===== src/rtl/vc_fifo_pkg.sv =====
`default_nettype none
// ============================================================================
// Module : vc_fifo_pkg
// Brief  : Default sizing constants and shared typedefs for vc_sync_fifo.
// Rev    : 1.0 - initial release
// ============================================================================
package vc_fifo_pkg;

  localparam int DEF_WIDTH     = 8;
  localparam int DEF_DEPTH     = 16;
  localparam int DEF_NUM_VC    = 4;
  localparam int DEF_AF_THRESH = 12;

  typedef logic [DEF_WIDTH-1:0]           flit_t;
  typedef logic [$clog2(DEF_NUM_VC)-1:0]  vc_id_t;

endpackage : vc_fifo_pkg
`default_nettype wire


===== src/rtl/vc_fifo_lane.sv =====
`default_nettype none
// ============================================================================
// Module : vc_fifo_lane
// Brief  : One virtual-channel ring buffer with count-derived status flags.
//          Optional sticky error flags under VC_SYNC_FIFO_ERR_EN.
// Rev    : 1.0 - initial release
// ============================================================================
module vc_fifo_lane #(
  parameter int WIDTH     = 8,
  parameter int DEPTH     = 16,
  parameter int AF_THRESH = 12,
  parameter int PTR_W     = $clog2(DEPTH)
) (
  input  logic             clk,
  input  logic             rst_n,
  input  logic             wr_req,
  input  logic [WIDTH-1:0] wr_data,
  input  logic             rd_req,
  output logic [WIDTH-1:0] head,
  output logic [PTR_W:0]   count,
  output logic             full,
  output logic             empty,
  output logic             almost_full
`ifdef VC_SYNC_FIFO_ERR_EN
  ,
  output logic             overflow_err,
  output logic             underflow_err
`endif
);

  localparam logic [PTR_W-1:0] LAST_PTR = PTR_W'(DEPTH - 1);
  localparam logic [PTR_W:0]   FULL_CNT = (PTR_W + 1)'(DEPTH);
  localparam logic [PTR_W:0]   AF_CNT   = (PTR_W + 1)'(AF_THRESH);

  logic [WIDTH-1:0] mem [0:DEPTH-1];
  logic [PTR_W-1:0] wr_ptr;
  logic [PTR_W-1:0] rd_ptr;
  logic [PTR_W:0]   cnt_nxt;
  logic             wr_acc;
  logic             rd_acc;

  // Explicit wrap so non-power-of-two depths never index past the ring.
  function automatic logic [PTR_W-1:0] ptr_inc(input logic [PTR_W-1:0] p);
    return (p == LAST_PTR) ? '0 : p + 1'b1;
  endfunction

  assign wr_acc = wr_req && !full;
  assign rd_acc = rd_req && !empty;
  assign head   = mem[rd_ptr];

  always_comb begin
    cnt_nxt = count;
    if (wr_acc && !rd_acc)
      cnt_nxt = count + 1'b1;
    else if (rd_acc && !wr_acc)
      cnt_nxt = count - 1'b1;
  end

  always_ff @(posedge clk) begin
    if (!rst_n) begin
      wr_ptr      <= '0;
      rd_ptr      <= '0;
      count       <= '0;
      full        <= 1'b0;
      empty       <= 1'b1;
      almost_full <= 1'b0;
    end else begin
      if (wr_acc)
        wr_ptr <= ptr_inc(wr_ptr);
      if (rd_acc)
        rd_ptr <= ptr_inc(rd_ptr);
      count       <= cnt_nxt;
      full        <= (cnt_nxt == FULL_CNT);
      empty       <= (cnt_nxt == '0);
      almost_full <= (cnt_nxt >= AF_CNT);
    end
  end

  // Storage is deliberately left out of reset so it can map onto RAM.
  always_ff @(posedge clk) begin
    if (rst_n && wr_acc)
      mem[wr_ptr] <= wr_data;
  end

`ifdef VC_SYNC_FIFO_ERR_EN
  always_ff @(posedge clk) begin
    if (!rst_n) begin
      overflow_err  <= 1'b0;
      underflow_err <= 1'b0;
    end else begin
      if (wr_req && full)
        overflow_err <= 1'b1;
      if (rd_req && empty)
        underflow_err <= 1'b1;
    end
  end
`endif

endmodule : vc_fifo_lane
`default_nettype wire


===== src/rtl/vc_sync_fifo.sv =====
`default_nettype none
// ============================================================================
// Module : vc_sync_fifo
// Brief  : Multi-VC synchronous FIFO: shared write/read ports, per-VC queues,
//          registered read data. Define VC_SYNC_FIFO_ERR_EN for error flags.
// Rev    : 1.0 - initial release
// ============================================================================
module vc_sync_fifo
  import vc_fifo_pkg::*;
#(
  parameter int WIDTH     = DEF_WIDTH,
  parameter int DEPTH     = DEF_DEPTH,
  parameter int NUM_VC    = DEF_NUM_VC,
  parameter int AF_THRESH = DEF_AF_THRESH,
  parameter int PTR_W     = $clog2(DEPTH),
  parameter int VC_W      = $clog2(NUM_VC)
) (
  input  logic                        CLK,
  input  logic                        RSTn,
  input  logic                        WR_EN,
  input  logic [VC_W-1:0]             WR_VC,
  input  logic [WIDTH-1:0]            DATA_IN,
  input  logic                        RD_EN,
  input  logic [VC_W-1:0]             RD_VC,
  output logic [WIDTH-1:0]            DATA_OUT,
  output logic                        RD_VALID,
  output logic [NUM_VC-1:0]           FIFO_FULL,
  output logic [NUM_VC-1:0]           FIFO_EMPTY,
  output logic [NUM_VC-1:0]           ALMOST_FULL,
  output logic [NUM_VC*(PTR_W+1)-1:0] VC_COUNT
`ifdef VC_SYNC_FIFO_ERR_EN
  ,
  output logic [NUM_VC-1:0]           OVERFLOW_ERR,
  output logic [NUM_VC-1:0]           UNDERFLOW_ERR
`endif
);

  logic [NUM_VC-1:0] wr_req;
  logic [NUM_VC-1:0] rd_req;
  logic [NUM_VC-1:0] rd_acc;
  logic [WIDTH-1:0]  head [NUM_VC];
  logic [WIDTH-1:0]  head_sel;
  logic              rd_hit;

  generate
    for (genvar v = 0; v < NUM_VC; v++) begin : g_lane
      assign wr_req[v] = WR_EN && (WR_VC == VC_W'(v));
      assign rd_req[v] = RD_EN && (RD_VC == VC_W'(v));

      vc_fifo_lane #(
        .WIDTH     (WIDTH),
        .DEPTH     (DEPTH),
        .AF_THRESH (AF_THRESH),
        .PTR_W     (PTR_W)
      ) u_lane (
        .clk         (CLK),
        .rst_n       (RSTn),
        .wr_req      (wr_req[v]),
        .wr_data     (DATA_IN),
        .rd_req      (rd_req[v]),
        .head        (head[v]),
        .count       (VC_COUNT[v*(PTR_W+1) +: PTR_W+1]),
        .full        (FIFO_FULL[v]),
        .empty       (FIFO_EMPTY[v]),
        .almost_full (ALMOST_FULL[v])
`ifdef VC_SYNC_FIFO_ERR_EN
        ,
        .overflow_err  (OVERFLOW_ERR[v]),
        .underflow_err (UNDERFLOW_ERR[v])
`endif
      );
    end
  endgenerate

  // Decoding per lane keeps out-of-range VC selects harmless: they hit nothing.
  assign rd_acc = rd_req & ~FIFO_EMPTY;
  assign rd_hit = |rd_acc;

  always_comb begin
    head_sel = '0;
    for (int v = 0; v < NUM_VC; v++) begin
      if (rd_acc[v])
        head_sel = head[v];
    end
  end

  always_ff @(posedge CLK) begin
    if (!RSTn) begin
      DATA_OUT <= '0;
      RD_VALID <= 1'b0;
    end else begin
      RD_VALID <= rd_hit;
      if (rd_hit)
        DATA_OUT <= head_sel;
    end
  end

endmodule : vc_sync_fifo
`default_nettype wire


===== config.mk =====
export PLATFORM = sky130hd
export DESIGN_NAME = vc_sync_fifo
export DESIGN_NICKNAME = d
export VERILOG_FILES = /design/src/rtl/vc_fifo_pkg.sv /design/src/rtl/vc_fifo_lane.sv /design/src/rtl/vc_sync_fifo.sv
export SDC_FILE = /design/constraint.sdc
export NUM_CORES = 1
export LEC_CHECK = 0
export BUFFER_PORTS_ARGS = -buffer_cell sky130_fd_sc_hd__buf_2
export CORE_UTILIZATION = 40
export CTS_CLUSTER_SIZE = 16
export DETAILED_ROUTE_END_ITERATION = 7
export GPL_ROUTABILITY_DRIVEN = 0
export MAX_ROUTING_LAYER = met4
export PLACE_DENSITY_LB_ADDON = 0.05
export SLEW_MARGIN = 10
export SYNTH_ARGS = -nofsm -noshare
export SYNTH_HDL_FRONTEND = slang
export SYNTH_HIERARCHICAL = 1
export SYNTH_SLANG_ARGS = --single-unit

===== constraint.sdc =====
create_clock -name CLK -period 4.4 [get_ports CLK]
set_input_delay 0.66 -clock CLK [delete_from_list [all_inputs] [get_ports CLK]]
set_output_delay 0.66 -clock CLK [all_outputs]
set_load 0.02 [all_outputs]

==> flow_summary.ini <==
[power]
p_switching_mw = 2.681
power_frac_seq_pct = 50.2
powerDensity_nw_per_um2 = 455.5
p_clk_share_pct = 44.9
irDropWorstVdd_v = 0.0002976
power.leakage_nw = 8.803
power_mw = 12.58
internal-power_mw = 9.898
p_comb_share_pct = 4.9
switching_share_pct = 21.32

[clock_network]
htreeDepth = 3
root_buffer = clkbuf_16
clockBufferDepth = 3
hold_buffers = 0
insertion_delay_ns = 0.60
clkTransAtPathRegs_ns = 0.06
cts_tree = yes
cts_buffers = 70
cts.sinks = 601
post-cts-setup-buffer-count = 0
post_cts_resized = 0

[finish]
area_delta_synth_final_pct = 14.51
fin_cells = 2253
drive_above_1_share_pct = 27.32
nNetsFinal = 1470

[yosys]
synth_top_cell_area_share_pct = 63.76
ys_warn_count = 6
synth_nets = 1342
ys_ff_latch = 601
synth-edff-count = 512
ys_top_cells_by_count = edfxtp_1, mux4_2, nor2_1, dfxtp_1, nand2_1
syn_area_per_cell_um2 = 18.58
ys_seq_area_share_pct = 71.15
netlist_instances = 1298
async_flop_share_pct = 0
synth_cell_type_count = 55
synth_largest_area_cell = edfxtp_1
yosysMostFrequentCell = edfxtp_1
ys.flop_type = edfxtp_1
synthesis.area_um2 = 24110
synth.area.top_cells = edfxtp_1, mux4_2, dfxtp_1

[worst_setup_path]
arrival_ns = 3.45
critical_path.max_stage_delay_ns = 0.95
slowest_stage = dfxtp_2
worst_setup_path_end_kind = flip-flop
critPathMostFrequentCell = mux4_2
r2r_cells = 6
crit_chain = buf_4 > mux4_2 > mux4_2 > a21o_1 > a222oi_1 > o32ai_1
start_kind = flip-flop
cp_top_family = multiplexers
r2r_slack_ns = 1.39
worstPathMaxFanout = 26
r2r-end = DATA_OUT[6]$_SDFFE_PN0P_
cp.required_ns = 4.84
path_class = flip-flop to flip-flop
path_buf_inv = 1

[floorplanning]
core_area_um2 = 59240
die_w_um = 247.5
dieArea_um2 = 61270
initial_utilization_pct = 40.70
io_pins = 57
row_count = 89
fp.dieH_um = 247.5

[sta]
hold_viol_final = 0
relSlewSlack_pct = 27.05
fmax_mhz = 332.4
fin_crit_sh_pct = 68.37
fin_crit_ns = 3.008
final_max_slew_viol_count = 0
finalSetupViolations = 0
fin_skew_ns = 0.02113
fin_ws_ns = 1.392
hold_slack_ns = 0.3520
tns_ns = 0
rsz0062_at_grt = no
worstMarginPinSlew_ns = 1.090

[global_route]
grt.total_usage_pct = 20.05
grt_start_max_net_pins = 65
grt_pass1_vias = 12358
grt_pass1_wl_um = 85240
grt_overflow = 0
antenna_found_initial = 1

[drt]
drt-initial-drc-count = 1054
drc = 0
vias_per_cell = 5.433
postRouteAntennaNets = 0
dr.pass1.iters = 5
via_count = 12241
wirelength_um = 57250
wire_per_inst_um = 25.41

[place]
detailed_place_hpwl_um = 36940
dp.cells = 2127
pre_cts_slack_ns = 1.336
port_buffers = 56

[worst_hold_path]
worst_hold_path_type = input pin to flip-flop
min_path_cells = 2
min_to = g_lane[3].u_lane/count[1]$_SDFF_PN0_
min_from = RSTn

[job]
drv_cap = 0

[status]
status = finished clean
==> how the worst max path moves through the flow <==
stage / slack (ns) / startpoint / to / depth (start not counted)
2_1_floorplan: 2.12 / flip-flop / DATA_OUT[4]$_SDFFE_PN0P_ / 7
3_3_place_gp: 1.33 / flip-flop / DATA_OUT[7]$_SDFFE_PN0P_ / 6
3_5_place_dp: 1.34 / flip-flop / DATA_OUT[6]$_SDFFE_PN0P_ / 6
4_1_cts: 1.31 / flip-flop / DATA_OUT[6]$_SDFFE_PN0P_ / 6
5_1_grt: 1.17 / flip-flop / DATA_OUT[6]$_SDFFE_PN0P_ / 6
6_report: 1.39 / flip-flop / DATA_OUT[6]$_SDFFE_PN0P_ / 6
==> sequential cells by signal (all words and copies together), names as in the netlist, named ones only <==
name,cells
g_lane.u_lane/mem,512
g_lane.u_lane/count,20
g_lane.u_lane/rd_ptr,16
g_lane.u_lane/wr_ptr,16
DATA_OUT,8
g_lane.u_lane/almost_full,4
g_lane.u_lane/empty,4
g_lane.u_lane/full,4
RD_VALID,1
==> power by group through the flow <==
stage,Combinational [mW],Sequential [mW],Clock [mW]
after floorplan,0.364,6.43,0
after global placement,0.618,6.43,0
after detailed placement,0.621,6.43,0
after CTS,0.622,6.31,5.79
after global routing,0.670,6.32,6.01
final,0.616,6.31,5.65
==> logic make-up after synthesis <==
kind of cell,synth area share (%)
fa+ha+maj,1.453
compound gates,3.113
flops,71.15
simple gates,6.486
buf+inv,2.029
xor+xnor,0.7264
mux,15.05
==> layout by cell type (no fill, tap or decap), drive strengths merged, types with 7 or more instances in the layout <==
cell type / synthesis / routed
clkinv: 0 / 20
a21o: 8 / 8
nand3b: 8 / 8
a21oi: 32 / 32
inv: 28 / 28
a222oi: 7 / 7
nor2: 122 / 122
clkbuf: 2 / 98
xnor2: 8 / 8
or3: 8 / 8
buf: 51 / 109
dfxtp: 89 / 89
nand3: 20 / 20
edfxtp: 512 / 512
nor3: 29 / 29
ha: 28 / 28
a311oi: 8 / 8
xor2: 12 / 12
mux4: 160 / 160
nor4: 8 / 8
o21ai: 9 / 9
nand2: 57 / 57
o32ai: 11 / 11
==> metrics by stage <==
stage / cell area, µm² / utilization, %
after floorplan: 24110 / -
after global placement: 25380 / 42.84
after detailed placement: 25380 / 42.84
after CTS: 27610 / 46.61
after global routing: 27610 / 46.61
final: 27610 / 46.61
==> metal layers <==
metal | share of wire, % | track usage (%) | wire length (µm) | vias up
met3 | 5.3 | 4.390 | 3044 | 79
li1 | - | - | - | 5477
met1 | 47 | 28.40 | 26760 | 6421
met5 | 0 | - | 0 | -
met2 | 46 | 29.66 | 26370 | 264
met4 | 1.9 | 4.547 | 1079 | 0
==> layout make-up <==
class,instances,area (µm²)
Antenna cell,1,2.502
Fill cell,5079,31630
Tap cell,773,967.2
Clock buffer,98,1951
Clock inverter,27,280.3
Inverter,28,105.1
Multi-Input combinational cell,616,6469
Timing Repair Buffer,109,678.2
Sequential cell,601,17160
Note: power is estimated with default switching activity, not from simulation.
